--- config.mk ---
export PLATFORM = sky130hd
export DESIGN_NAME = bcd_seq_converter
export DESIGN_NICKNAME = d
export VERILOG_FILES = /design/src/rtl/bcd_seq_converter_pkg.sv /design/src/rtl/bcd_seq_converter_add3_corr.sv /design/src/rtl/bcd_seq_converter.sv
export SDC_FILE = /design/constraint.sdc
export NUM_CORES = 1
export LEC_CHECK = 0
export BUFFER_PORTS_ARGS = -buffer_cell sky130_fd_sc_hd__buf_2
export CAP_MARGIN = 20
export CELL_PAD_IN_SITES_DETAIL_PLACEMENT = 1
export CELL_PAD_IN_SITES_GLOBAL_PLACEMENT = 1
export CORE_MARGIN = 4
export CORE_UTILIZATION = 45
export CTS_BUF_LIST = sky130_fd_sc_hd__clkbuf_8
export DETAILED_ROUTE_END_ITERATION = 12
export PLACE_DENSITY = 0.91
export SYNTH_ARGS = -nofsm -noshare
export SYNTH_HDL_FRONTEND = slang
export SYNTH_SLANG_ARGS = --single-unit
--- constraint.sdc ---
create_clock -name clk -period 1.8 [get_ports clk]
set_input_delay 0.27 -clock clk [delete_from_list [all_inputs] [get_ports clk]]
set_output_delay 0.27 -clock clk [all_outputs]
set_load 0.05 [all_outputs]
--- src/rtl/bcd_seq_converter_pkg.sv ---
// Shared definitions for the sequential binary-to-BCD converter and display blocks.
package bcd_seq_converter_pkg;

    typedef enum logic [1:0] {
        ST_IDLE  = 2'd0,
        ST_SHIFT = 2'd1,
        ST_DONE  = 2'd2
    } state_e;

    localparam logic [3:0] ADD3_THRESH = 4'd5;

    // True when DIGITS decimal digits can hold the largest WIDTH-bit value.
    function automatic bit digits_ok(input int width, input int digits);
        longint pow10;
        longint max_bin;
        pow10 = 1;
        for (int i = 0; i < digits; i++) begin
            pow10 = pow10 * 10;
        end
        max_bin = (longint'(1) << width) - 1;
        return pow10 > max_bin;
    endfunction

endpackage

--- src/rtl/bcd_seq_converter_add3_corr.sv ---
// Single BCD digit corrector for double dabble: values of 5 and above get +3.
module bcd_add3_corr
    import bcd_seq_converter_pkg::*;
(
    input  logic [3:0] d,
    output logic [3:0] q
);

    assign q = (d >= ADD3_THRESH) ? (d + 4'd3) : d;

endmodule

--- src/rtl/bcd_seq_converter.sv ---
// Sequential binary-to-BCD converter, one bit per cycle, valid/ready on both sides.
// Optional leading-zero blanking output enabled by BCD_LEADZERO_BLANK_EN.
//
// state    | meaning
// ST_IDLE  | waiting for in_valid, in_ready=1
// ST_SHIFT | correcting and shifting one bit per cycle
// ST_DONE  | result held until out_ready
module bcd_seq_converter
    import bcd_seq_converter_pkg::*;
#(
    parameter int WIDTH  = 8,
    parameter int DIGITS = 3
) (
    input  logic                clk,
    input  logic                rst,
    input  logic                in_valid,
    output logic                in_ready,
    input  logic [WIDTH-1:0]    bin,
    output logic                out_valid,
    input  logic                out_ready,
    output logic [4*DIGITS-1:0] bcd,
`ifdef BCD_LEADZERO_BLANK_EN
    output logic [DIGITS-1:0]   blank,
`endif
    output logic                busy
);

    localparam int BW = 4 * DIGITS;
    localparam int SW = BW + WIDTH;
    localparam int CW = $clog2(WIDTH + 1);

    if (WIDTH < 2 || !digits_ok(WIDTH, DIGITS)) begin : g_param_check
        $error("bcd_seq_converter: DIGITS=%0d too small for WIDTH=%0d", DIGITS, WIDTH);
    end

    state_e          state_q, state_d;
    logic [SW-1:0]   sreg_q, sreg_d;
    logic [CW-1:0]   cnt_q, cnt_d;
    logic [BW-1:0]   bcd_q, bcd_d;
    logic            out_valid_q, out_valid_d;
    logic [BW-1:0]   corr_digits;
    logic [SW-1:0]   shifted;

    for (genvar i = 0; i < DIGITS; i++) begin : g_corr
        bcd_add3_corr u_corr (
            .d (sreg_q[WIDTH + 4*i +: 4]),
            .q (corr_digits[4*i +: 4])
        );
    end

    assign shifted = {corr_digits, sreg_q[WIDTH-1:0]} << 1;

    always_comb begin
        state_d     = state_q;
        sreg_d      = sreg_q;
        cnt_d       = cnt_q;
        bcd_d       = bcd_q;
        out_valid_d = out_valid_q;
        unique case (state_q)
            ST_IDLE: begin
                if (in_valid) begin
                    sreg_d  = {{BW{1'b0}}, bin};
                    cnt_d   = CW'(WIDTH);
                    state_d = ST_SHIFT;
                end
            end
            ST_SHIFT: begin
                sreg_d = shifted;
                cnt_d  = cnt_q - CW'(1);
                if (cnt_q == CW'(1)) begin
                    bcd_d       = shifted[SW-1 -: BW];
                    out_valid_d = 1'b1;
                    state_d     = ST_DONE;
                end
            end
            ST_DONE: begin
                if (out_ready) begin
                    out_valid_d = 1'b0;
                    state_d     = ST_IDLE;
                end
            end
            default: state_d = ST_IDLE;
        endcase
    end

    always_ff @(posedge clk) begin
        if (rst) begin
            state_q     <= ST_IDLE;
            sreg_q      <= '0;
            cnt_q       <= '0;
            bcd_q       <= '0;
            out_valid_q <= 1'b0;
        end else begin
            state_q     <= state_d;
            sreg_q      <= sreg_d;
            cnt_q       <= cnt_d;
            bcd_q       <= bcd_d;
            out_valid_q <= out_valid_d;
        end
    end

`ifdef BCD_LEADZERO_BLANK_EN
    logic [DIGITS-1:0] blank_q, blank_d;
    logic              higher_zero;

    // blank[0] stays 0 so a zero result still shows one digit.
    always_comb begin
        blank_d     = '0;
        higher_zero = 1'b1;
        for (int i = DIGITS - 1; i > 0; i--) begin
            higher_zero = higher_zero & (bcd_d[4*i +: 4] == 4'd0);
            blank_d[i]  = higher_zero;
        end
    end

    always_ff @(posedge clk) begin
        if (rst) begin
            blank_q <= '0;
        end else if (state_q == ST_SHIFT && cnt_q == CW'(1)) begin
            blank_q <= blank_d;
        end
    end

    assign blank = blank_q;
`endif

    assign bcd       = bcd_q;
    assign out_valid = out_valid_q;
    assign in_ready  = (state_q == ST_IDLE);
    assign busy      = (state_q == ST_SHIFT) || (state_q == ST_DONE);

endmodule

==> results of run 1 <==
## registers in the layout, summed over array words and instances, names as in the netlist
name	count
out_valid	1
state_q	2
bcd	12
cnt_q	4
sreg_q	20
## metrics by stage
| step | worst slack, ns | instance area (µm²) | total power, mW |
|---|---|---|---|
| finish | 0.130 | 2230 | 1.87 |
| global route | 0.0149 | 2230 | 1.98 |
| CTS | 0.144 | 2230 | 1.89 |
| detailed placement | 0.192 | 2150 | 1.33 |
| global placement | 0.249 | 2150 | 1.31 |
| floorplan | 0.158 | 1940 | 1.22 |
## worst max-delay path: stages (launching register included)
cell and delay, ns:
sky130_fd_sc_hd__dfxtp_1 0.33, sky130_fd_sc_hd__inv_1 0.13, sky130_fd_sc_hd__ha_1 0.23, sky130_fd_sc_hd__nand2b_1 0.10
sky130_fd_sc_hd__a21oi_1 0.27, sky130_fd_sc_hd__mux2_2 0.39, sky130_fd_sc_hd__o22ai_1 0.15
## layout make-up
cell class | count | area, µm²
multi-input cells | 144 | 1020
repair buffers | 36 | 205
inverters | 20 | 75.1
clock buffers | 5 | 68.8
clock inverters | 3 | 12.5
flip-flops and latches | 39 | 781
fillers | 509 | 1860
well taps | 50 | 62.6
## logic make-up after synthesis
| kind of cell | Yosys count | share of synthesized area |
|---|---|---|
| compound gates | 61 | 0.223 |
| xor+xnor | 3 | 0.0136 |
| fa+ha+maj | 11 | 0.0710 |
| buf+inv | 33 | 0.0716 |
| flops | 39 | 0.403 |
| mux | 12 | 0.0639 |
| simple gates | 57 | 0.155 |
## how the worst max path moves through the flow
stage                     slack, ns  cells after the start                 endpoint
after detailed placement       0.19                      6  sreg_q[10]$_SDFFE_PP0P_
after floorplan                0.16                      8  sreg_q[10]$_SDFFE_PP0P_
after CTS                      0.14                      6      bcd[6]$_SDFFE_PP0P_
final                          0.13                      6      bcd[6]$_SDFFE_PP0P_
after global routing           0.01                      6  sreg_q[10]$_SDFFE_PP0P_
after global placement         0.25                      6      bcd[2]$_SDFFE_PP0P_
## placed cells by master, fill, tap and decap left out, types with 2 or more instances in the layout
cell                        n
sky130_fd_sc_hd__buf_2     26
sky130_fd_sc_hd__o21ai_0    5
sky130_fd_sc_hd__a41oi_1    3
sky130_fd_sc_hd__mux2_2     3
sky130_fd_sc_hd__xnor2_1    3
sky130_fd_sc_hd__dfxtp_1   39
sky130_fd_sc_hd__nor2_1    16
sky130_fd_sc_hd__o32ai_1   11
sky130_fd_sc_hd__nor3_1     2
sky130_fd_sc_hd__mux2i_1    9
sky130_fd_sc_hd__a311oi_1   3
sky130_fd_sc_hd__clkbuf_8   5
sky130_fd_sc_hd__inv_1     21
sky130_fd_sc_hd__nand2b_1  15
sky130_fd_sc_hd__buf_4     10
sky130_fd_sc_hd__nand3_1    5
sky130_fd_sc_hd__ha_1      10
sky130_fd_sc_hd__o22ai_1    6
sky130_fd_sc_hd__a21oi_1   13
sky130_fd_sc_hd__a211oi_1  11
sky130_fd_sc_hd__nand2_1   12
sky130_fd_sc_hd__nor3b_1    3
## where the power goes
group / switching [mW] / internal, mW / total (mW)
combinational: 0.224 / 0.141 / 0.365
sequential: 0.0401 / 0.905 / 0.945
clock: 0.304 / 0.260 / 0.565
total: 0.568 / 1.31 / 1.87
## Yosys cell counts, drive strengths merged
master | instances | area (µm²)
dfxtp | 39 | 781
inv | 20 | 75.1
nor2 | 16 | 60.1
nand2b | 15 | 93.8
a21oi | 13 | 65.1
nand2 | 12 | 45.0
a211oi | 11 | 82.6
ha | 11 | 138
o32ai | 11 | 96.3
mux2i | 9 | 90.1
buf | 7 | 41.3
clkbuf | 6 | 22.5
o21ai | 6 | 30.0
o22ai | 6 | 37.5
nand3 | 5 | 25.0
a311oi | 3 | 26.3
a41oi | 3 | 26.3
mux2 | 3 | 33.8
nor3b | 3 | 22.5
xnor2 | 3 | 26.3
nor3 | 2 | 10.0
a21boi | 1 | 7.51
a221oi | 1 | 8.76
a2bb2oi | 1 | 8.76
a31oi | 1 | 6.26
a32oi | 1 | 8.76
a41o | 1 | 10.0
nand3b | 1 | 7.51
nor2b | 1 | 6.26
nor4b | 1 | 23.8
o211ai | 1 | 7.51
o21ba | 1 | 10.0
or2 | 1 | 6.26
## routing by layer
metal	wire, µm	vias up	global-route usage	share of wire
met4	109	0	0.0865	0.022
met5	0	-	0	0
met3	189	9	0.0424	0.039
met2	2410	37	0.331	0.50
met1	2150	799	0.246	0.44
li1	-	829	-	-
==> impl_metrics.json, run 1 <==
{
  "hpwlAfterDp_um": 3560,
  "gp_congestion": 0.712,
  "dpl.cell_count": 289,
  "clock_latency_ns": 0.30,
  "setup_viol": 0,
  "post_cts.resized_instances": 0,
  "worstHoldStart": "out_ready",
  "route.detailed.vias_per_inst": 5.64,
  "ir_worst_vdd_v": 0.000530,
  "whs_endpoint": "out_valid$_SDFFE_PP0P_",
  "iter_0_drt_violations": 71,
  "startpoint": "sreg_q[12]$_SDFFE_PP0P_",
  "start_util": 0.475,
  "routed_wirelength_um": 4850,
  "finalCriticalPeriod_ns": 1.67,
  "clock-root-buffer": "sky130_fd_sc_hd__clkbuf_8",
  "final_layout_size_suffix_gt1_frac": 0.202,
  "worst_hold_path.num_cells": 4,
  "die_height_um": 73.7,
  "seq_area_frac_synth": 0.403,
  "cts.sinks": 39,
  "worst_ep_required_time_ns": 2.03,
  "totalNegativeSetupSlack_ns": 0,
  "detail-route-antenna-nets": 0,
  "power_density_nw_per_um2": 842,
  "cts_hold_repair.buffers": 0,
  "drc_errors": 0,
  "antenna_found_initial": 0,
  "timing.reg2reg.setup_slack_ns": 0.13,
  "core_region_area_um2": 4090,
  "grt_usage": 0.199,
  "ioPinCount": 27,
  "worst_r2r_path_depth": 6,
  "worst_hold_path_type": "input port to flip-flop",
  "grt_pass1_wl_um": 8340,
  "timing.max_slew.rel_slack": 0.691,
  "drtPass1Iterations": 4,
  "critPathMaxFanout": 3,
  "synth.yosys.warnings": 0,
  "r2r-start": "sreg_q[12]$_SDFFE_PP0P_",
  "post_drt_wl_per_cell_um": 16.3,
  "die-area_um2": 5420,
  "clkSlewWorstSetupHoldPaths_ns": 0.07,
  "vias_in_the_first_global_route": 1772,
  "synth.ff_latch_count": 39,
  "dr_total_vias": 1674,
  "n_antenna_cell": 0,
  "rsz0062_at_grt": "no",
  "inserted_clock_buffers": 5,
  "postSynthCellCount": 216,
  "min_period_over_period": 0.928,
  "tritoncts": "yes",
  "post_synth_instance_area_um2": 1940,
  "endpoint_kind": "flip-flop",
  "drv_slew": 0,
  "total_leakage_power_nw": 0.868,
  "achievable-frequency_mhz": 599,
  "status": "finished clean",
  "layout.cells.non_filler": 297,
  "cts_post_setup_buffers_inserted": 0,
  "global_route_congestion_overflow_total": 0,
  "final.setup_skew_ns": 0.00776,
  "hold_viol": 0,
  "startpoint_type": "flip-flop",
  "die_width_um": 73.7,
  "synth.avg_cell_area_um2": 8.98,
  "core_rows": 23,
  "port-buffer-count": 26,
  "rr_endpoint": "bcd[6]$_SDFFE_PP0P_",
  "hold_slack_ns": 0.256,
  "distinct_cell_type_count_after_synthesis": 36,
  "crit_type": "flip-flop to flip-flop",
  "critical_path_data_arrival_time_ns": 1.90,
  "cts_max_path_buffers": 2,
  "layout.core_utilization": 0.545,
  "cts-htree-levels": 2,
  "tightest_slew_ns": 0.464,
  "timing.max_cap.violations": 0,
  "synth.net_count": 239,
  "syn_to_final_growth_pct": 14.8,
  "grt_start_max_net_pins": 28,
  "nets": 269
}
Note: power is estimated with default switching activity, not from simulation.
==> run 2, diff against run 1 <==
--- a/config.mk
+++ b/config.mk
@@ -9,7 +9,6 @@
 export CAP_MARGIN = 20
 export CELL_PAD_IN_SITES_DETAIL_PLACEMENT = 1
 export CELL_PAD_IN_SITES_GLOBAL_PLACEMENT = 1
-export CORE_MARGIN = 4
 export CORE_UTILIZATION = 45
 export CTS_BUF_LIST = sky130_fd_sc_hd__clkbuf_8
 export DETAILED_ROUTE_END_ITERATION = 12
==> run 2 against run 1 <==
- fmax barely moved
- global-route usage up 4.6 points
- register-to-register slack barely moved
- critical path depth rose by 1
- combinational power increased by 4%
- count of clock-buffer cells in the layout rose by 1
- utilization rose by 1.3 points
- via count rose by 1.6%
- largest cell class unchanged
- largest power group unchanged
==> impl_metrics.json, run 2 (same netlist as run 1, synthesis figures left out) <==
{
  "status": "finished clean",
  "iter_0_drt_violations": 84,
  "start_util": 0.478,
  "n_fill_cell": 492,
  "grt_pass1_wl_um": 8240,
  "drc_errors": 0,
  "core_region_area_um2": 4060,
  "totalNegativeSetupSlack_ns": 0,
  "dpl.cell_count": 290,
  "tightest_slew_ns": 0.429,
  "ioPinCount": 27,
  "crit_type": "flip-flop to flip-flop",
  "min_period_over_period": 0.928,
  "tritoncts": "yes",
  "startpoint_type": "flip-flop",
  "place_area_um2": 2170,
  "antenna_found_initial": 0,
  "cts-htree-levels": 2,
  "switching_share": 0.305,
  "route.detailed.vias_per_inst": 5.70,
  "hold_viol": 0,
  "timing.max_slew.rel_slack": 0.714,
  "die_height_um": 67.7,
  "p_comb_frac": 0.192,
  "power.share.clock": 0.329,
  "seq_area_um2": 781,
  "detail-route-antenna-nets": 0,
  "final_layout_size_suffix_gt1_frac": 0.214,
  "final.setup_skew_ns": 0.00862,
  "timing.critical_path.max_delay_family": "buffers and inverters",
  "layout_commonest_cell": "sky130_fd_sc_hd__dfxtp_1",
  "die-area_um2": 4580,
  "post_cts.resized_instances": 0,
  "clock-root-buffer": "sky130_fd_sc_hd__clkbuf_8",
  "critical_path_data_arrival_time_ns": 1.87,
  "worst_hold_path_type": "input port to flip-flop",
  "achievable-frequency_mhz": 599,
  "gp_congestion": 0.774,
  "critical_path.n_buffers_inverters": 3,
  "largest_register_ff_count": 20,
  "clkSlewWorstSetupHoldPaths_ns": 0.08,
  "drv_slew": 0,
  "path_cells": "inv_1 > ha_1 > inv_2 > nor4b_4 > buf_4 > nor2_1 > a311oi_1",
  "dr_total_vias": 1700,
  "worst_ep_required_time_ns": 2.00,
  "global_route_congestion_overflow_total": 0,
  "most-common-layout-cells": "sky130_fd_sc_hd__dfxtp_1 (39), sky130_fd_sc_hd__buf_2 (26), sky130_fd_sc_hd__inv_1 (19), sky130_fd_sc_hd__nor2_1 (16), sky130_fd_sc_hd__nand2b_1 (15)",
  "timing.max_cap.violations": 0,
  "n_antenna_cell": 0,
  "hold_slack_ns": 0.276,
  "finalCriticalPeriod_ns": 1.67,
  "layout.core_utilization": 0.558,
  "nets": 270,
  "cts_max_path_buffers": 2,
  "die_width_um": 67.7,
  "post-layout-total-power_mw": 1.97,
  "port-buffer-count": 26,
  "power.net_switching_mw": 0.600,
  "registers.top_by_ff_count": "sreg_q",
  "cts_post_setup_buffers_inserted": 0,
  "syn_to_final_growth_pct": 16.8,
  "multi_input_area_um2": 1020,
  "cp_slowest_cell": "sky130_fd_sc_hd__dfxtp_1",
  "post_drt_wl_per_cell_um": 16.6,
  "grt_start_max_net_pins": 26,
  "cp_slowest_stage_delay_ns": 0.33,
  "vias_in_the_first_global_route": 1770,
  "post-place-ws_ns": 0.144,
  "final_area_um2": 2260,
  "ir_worst_vdd_v": 0.000527,
  "total_leakage_power_nw": 0.875,
  "rsz0062_at_grt": "no",
  "critPathMaxFanout": 9,
  "layout.cells.non_filler": 298,
  "core_rows": 23,
  "grt_usage": 0.245,
  "internal_power_contribution_mw": 1.37,
  "cts.sinks": 39,
  "timing.reg2reg.setup_slack_ns": 0.13,
  "drtPass1Iterations": 4,
  "inserted_clock_buffers": 5,
  "setup_viol": 0,
  "power_frac_seq": 0.479,
  "clock_latency_ns": 0.30,
  "cts_hold_repair.buffers": 0,
  "final_critical_path_setup_slack_ns": 0.130,
  "hpwlAfterDp_um": 3610,
  "endpoint_kind": "flip-flop",
  "routed_wirelength_um": 4950,
  "power_density_nw_per_um2": 869
}
## run 2: cell count changes in the layout (fill, tap and decap cells not counted)
cell,change
sky130_fd_sc_hd__buf_12,+1
sky130_fd_sc_hd__clkbuf_8,+1
sky130_fd_sc_hd__clkinv_2,-1
sky130_fd_sc_hd__clkinv_4,+1
sky130_fd_sc_hd__clkinvlp_4,+1
sky130_fd_sc_hd__inv_1,-2
## run 2: routing by layer
layer | up-vias | wire length (µm) | GRT usage
met5 | - | 0 | 0
met4 | 0 | 74 | 0.0904
met3 | 7 | 156 | 0.0642
met2 | 29 | 2530 | 0.421
met1 | 827 | 2190 | 0.288
li1 | 837 | - | -
## run 2: cell type report
type / instances / area share
Clock buffer: 6 / 0.0365
Clock inverter: 2 / 0.00718
Inverter: 20 / 0.0331
Multi-Input combinational cell: 144 / 0.451
Sequential cell: 39 / 0.345
Tap cell: 50 / 0.0276
Timing Repair Buffer: 37 / 0.0994
## run 2: worst paths after layout
| kind | cells after the start | start | endpoint |
|---|---|---|---|
| worst min-delay path | 4 | out_ready | out_valid$_SDFFE_PP0P_ |
| worst min register to register | 2 | bcd[10]$_SDFFE_PP0P_ | bcd[10]$_SDFFE_PP0P_ |
| worst max register to register | 7 | state_q[1]$_SDFFE_PP0P_ | bcd[7]$_SDFFE_PP0P_ |
| worst max-delay path | 7 | state_q[1]$_SDFFE_PP0P_ | bcd[7]$_SDFFE_PP0P_ |
## run 2: power groups by stage
stage	Sequential, mW	Combinational [mW]	Clock [mW]
floorplan	0.960	0.264	0
global placement	0.959	0.362	0
detailed placement	0.962	0.377	0
CTS	0.942	0.382	0.653
global route	0.948	0.416	0.694
finish	0.943	0.378	0.646
## run 2: worst reg2reg max path: stages, from the launching register on
cell and delay, ns:
sky130_fd_sc_hd__dfxtp_1 0.33, sky130_fd_sc_hd__inv_1 0.08, sky130_fd_sc_hd__ha_1 0.22, sky130_fd_sc_hd__inv_2 0.11, sky130_fd_sc_hd__nor4b_4 0.27, sky130_fd_sc_hd__buf_4 0.22, sky130_fd_sc_hd__nor2_1 0.06, sky130_fd_sc_hd__a311oi_1 0.27
==> run 3, diff against run 2 <==
--- a/config.mk
+++ b/config.mk
@@ -12,6 +12,7 @@
 export CORE_UTILIZATION = 45
 export CTS_BUF_LIST = sky130_fd_sc_hd__clkbuf_8
 export DETAILED_ROUTE_END_ITERATION = 12
+export GPL_TIMING_DRIVEN = 1
 export PLACE_DENSITY = 0.91
 export SYNTH_ARGS = -nofsm -noshare
 export SYNTH_HDL_FRONTEND = slang
==> constraint.sdc (replaced) <==
create_clock -name clk -period 1.8 [get_ports clk]
set_input_delay 0.27 -clock clk [delete_from_list [all_inputs] [get_ports clk]]
set_output_delay 0.27 -clock clk [all_outputs]
set_load 0.005 [all_outputs]
==> run 3 against run 2 <==
- fmax fell by 0.21%
- flip-flop and latch count is the same
- critical path depth decreased by 1
- clock power decreased by 12%
- via count is 1.5% lower
- non-clock buffer count is 1 lower
- hold slack better by 0.0081 ns
- routed wire length is 4.3% lower
- highest routed layer unchanged
==> impl_metrics.json, run 3 (same netlist as run 1, synthesis figures left out) <==
{
  "status": "finished clean",
  "ir_worst_vdd_v": 0.000618,
  "registers.top_by_ff_count": "sreg_q",
  "syn_to_final_growth_pct": 15.4,
  "cts_max_path_buffers": 2,
  "critical_path.n_buffers_inverters": 2,
  "switching_share": 0.292,
  "vias_in_the_first_global_route": 1649,
  "drc_errors": 0,
  "path_cells": "inv_1 > ha_1 > buf_4 > nand2_1 > or2_2 > o32ai_1",
  "iter_0_drt_violations": 100,
  "cts_post_setup_buffers_inserted": 0,
  "die-area_um2": 4580,
  "cp_slowest_cell": "sky130_fd_sc_hd__or2_2",
  "n_antenna_cell": 0,
  "final_layout_size_suffix_gt1_frac": 0.198,
  "antenna_found_initial": 0,
  "port-buffer-count": 26,
  "nets": 269,
  "die_height_um": 67.7,
  "dr_total_vias": 1674,
  "totalNegativeSetupSlack_ns": 0,
  "post_drt_wl_per_cell_um": 15.9,
  "dpl.cell_count": 289,
  "cp_slowest_stage_delay_ns": 0.38,
  "final.setup_skew_ns": 0.00657,
  "largest_register_ff_count": 20,
  "die_width_um": 67.7,
  "drtPass1Iterations": 4,
  "setup_viol": 0,
  "timing.max_slew.rel_slack": 0.701,
  "tightest_slew_ns": 0.448,
  "p_comb_frac": 0.182,
  "clock_latency_ns": 0.30,
  "route.detailed.vias_per_inst": 5.64,
  "worst_hold_path_type": "input port to flip-flop",
  "gp_congestion": 0.772,
  "power_density_nw_per_um2": 826,
  "power.net_switching_mw": 0.539,
  "grt_usage": 0.235,
  "routed_wirelength_um": 4730,
  "total_leakage_power_nw": 0.874,
  "startpoint_type": "flip-flop",
  "worstSetupPathDepth": 6,
  "min_period_over_period": 0.930,
  "cts.sinks": 39,
  "core_rows": 23,
  "worst_hold_path.num_cells": 4,
  "clkSlewWorstSetupHoldPaths_ns": 0.07,
  "power.share.clock": 0.308,
  "drv_slew": 0,
  "layout_commonest_cell": "sky130_fd_sc_hd__dfxtp_1",
  "n_fill_cell": 493,
  "post-layout-total-power_mw": 1.85,
  "grt_start_max_net_pins": 27,
  "crit_type": "flip-flop to flip-flop",
  "power_frac_seq": 0.510,
  "rsz0062_at_grt": "no",
  "core_region_area_um2": 4060,
  "critical_path_data_arrival_time_ns": 1.86,
  "hold_slack_ns": 0.284,
  "endpoint_kind": "flip-flop",
  "timing.critical_path.max_delay_family": "simple AND/OR/NAND/NOR gates",
  "clock-root-buffer": "sky130_fd_sc_hd__clkbuf_8",
  "achievable-frequency_mhz": 598,
  "grt_pass1_wl_um": 7940,
  "layout.core_utilization": 0.551,
  "worst_ep_required_time_ns": 1.99,
  "detail-route-antenna-nets": 0,
  "hpwlAfterDp_um": 3340,
  "post_cts.resized_instances": 0,
  "inserted_clock_buffers": 5,
  "global_route_congestion_overflow_total": 0,
  "finalCriticalPeriod_ns": 1.67,
  "critPathMaxFanout": 21,
  "ioPinCount": 27,
  "hold_viol": 0,
  "most-common-layout-cells": "sky130_fd_sc_hd__dfxtp_1 (39), sky130_fd_sc_hd__buf_2 (26), sky130_fd_sc_hd__inv_1 (21), sky130_fd_sc_hd__nor2_1 (16), sky130_fd_sc_hd__nand2b_1 (15)",
  "layout.cells.non_filler": 297,
  "start_util": 0.478,
  "worst_r2r_path_depth": 6,
  "cts_hold_repair.buffers": 0,
  "tritoncts": "yes",
  "timing.max_cap.violations": 0,
  "internal_power_contribution_mw": 1.31,
  "cts-htree-levels": 2
}
==> run 3: area by class of cell <==
class                      instances  area (µm²)  area share
clock buffer                       5        68.8      0.0308
clock inverter                     3        12.5     0.00559
inverter                          20        75.1      0.0336
multi-input combinational        144        1020       0.456
sequential                        39         781       0.349
tap                               50        62.6      0.0280
timing repair buffer              36         218      0.0973
==> run 3: power groups by stage <==
stage | Sequential [mW] | Combinational, mW | Clock (mW)
after global placement | 0.959 | 0.317 | 0
after detailed placement | 0.961 | 0.333 | 0
after global routing | 0.946 | 0.373 | 0.620
after CTS | 0.942 | 0.340 | 0.579
after floorplan | 0.948 | 0.235 | 0
final | 0.942 | 0.337 | 0.569
==> run 3: through the flow <==
stage / instance area, µm² / worst slack, ns
floorplan: 1940 / 0.229
global placement: 2160 / 0.257
detailed placement: 2160 / 0.144
CTS: 2240 / 0.137
global route: 2240 / 0.0347
finish: 2240 / 0.127
==> run 3: path summary, 6_finish.rpt <==
path | start | endpoint | slack (ns)
max | state_q[1]$_SDFFE_PP0P_ | sreg_q[10]$_SDFFE_PP0P_ | 0.13
min | out_ready | out_valid$_SDFFE_PP0P_ | 0.28
max reg2reg | state_q[1]$_SDFFE_PP0P_ | sreg_q[10]$_SDFFE_PP0P_ | 0.13
min reg2reg | bcd[5]$_SDFFE_PP0P_ | bcd[5]$_SDFFE_PP0P_ | 0.49
==> run 3: worst reg2reg max path, stage by stage (launching register included) <==
cell and delay [ns]:
sky130_fd_sc_hd__dfxtp_1 0.33, sky130_fd_sc_hd__inv_1 0.08, sky130_fd_sc_hd__ha_1 0.20, sky130_fd_sc_hd__buf_4 0.29, sky130_fd_sc_hd__nand2_1 0.11, sky130_fd_sc_hd__or2_2 0.38, sky130_fd_sc_hd__o32ai_1 0.18
==> run 3: routing by layer <==
metal | vias to the layer above | wire (µm) | global-route usage
li1 | 835 | - | -
met1 | 798 | 2160 | 0.291
met2 | 34 | 2350 | 0.394
met3 | 7 | 162 | 0.0659
met4 | 0 | 62 | 0.0665
met5 | - | 0 | 0
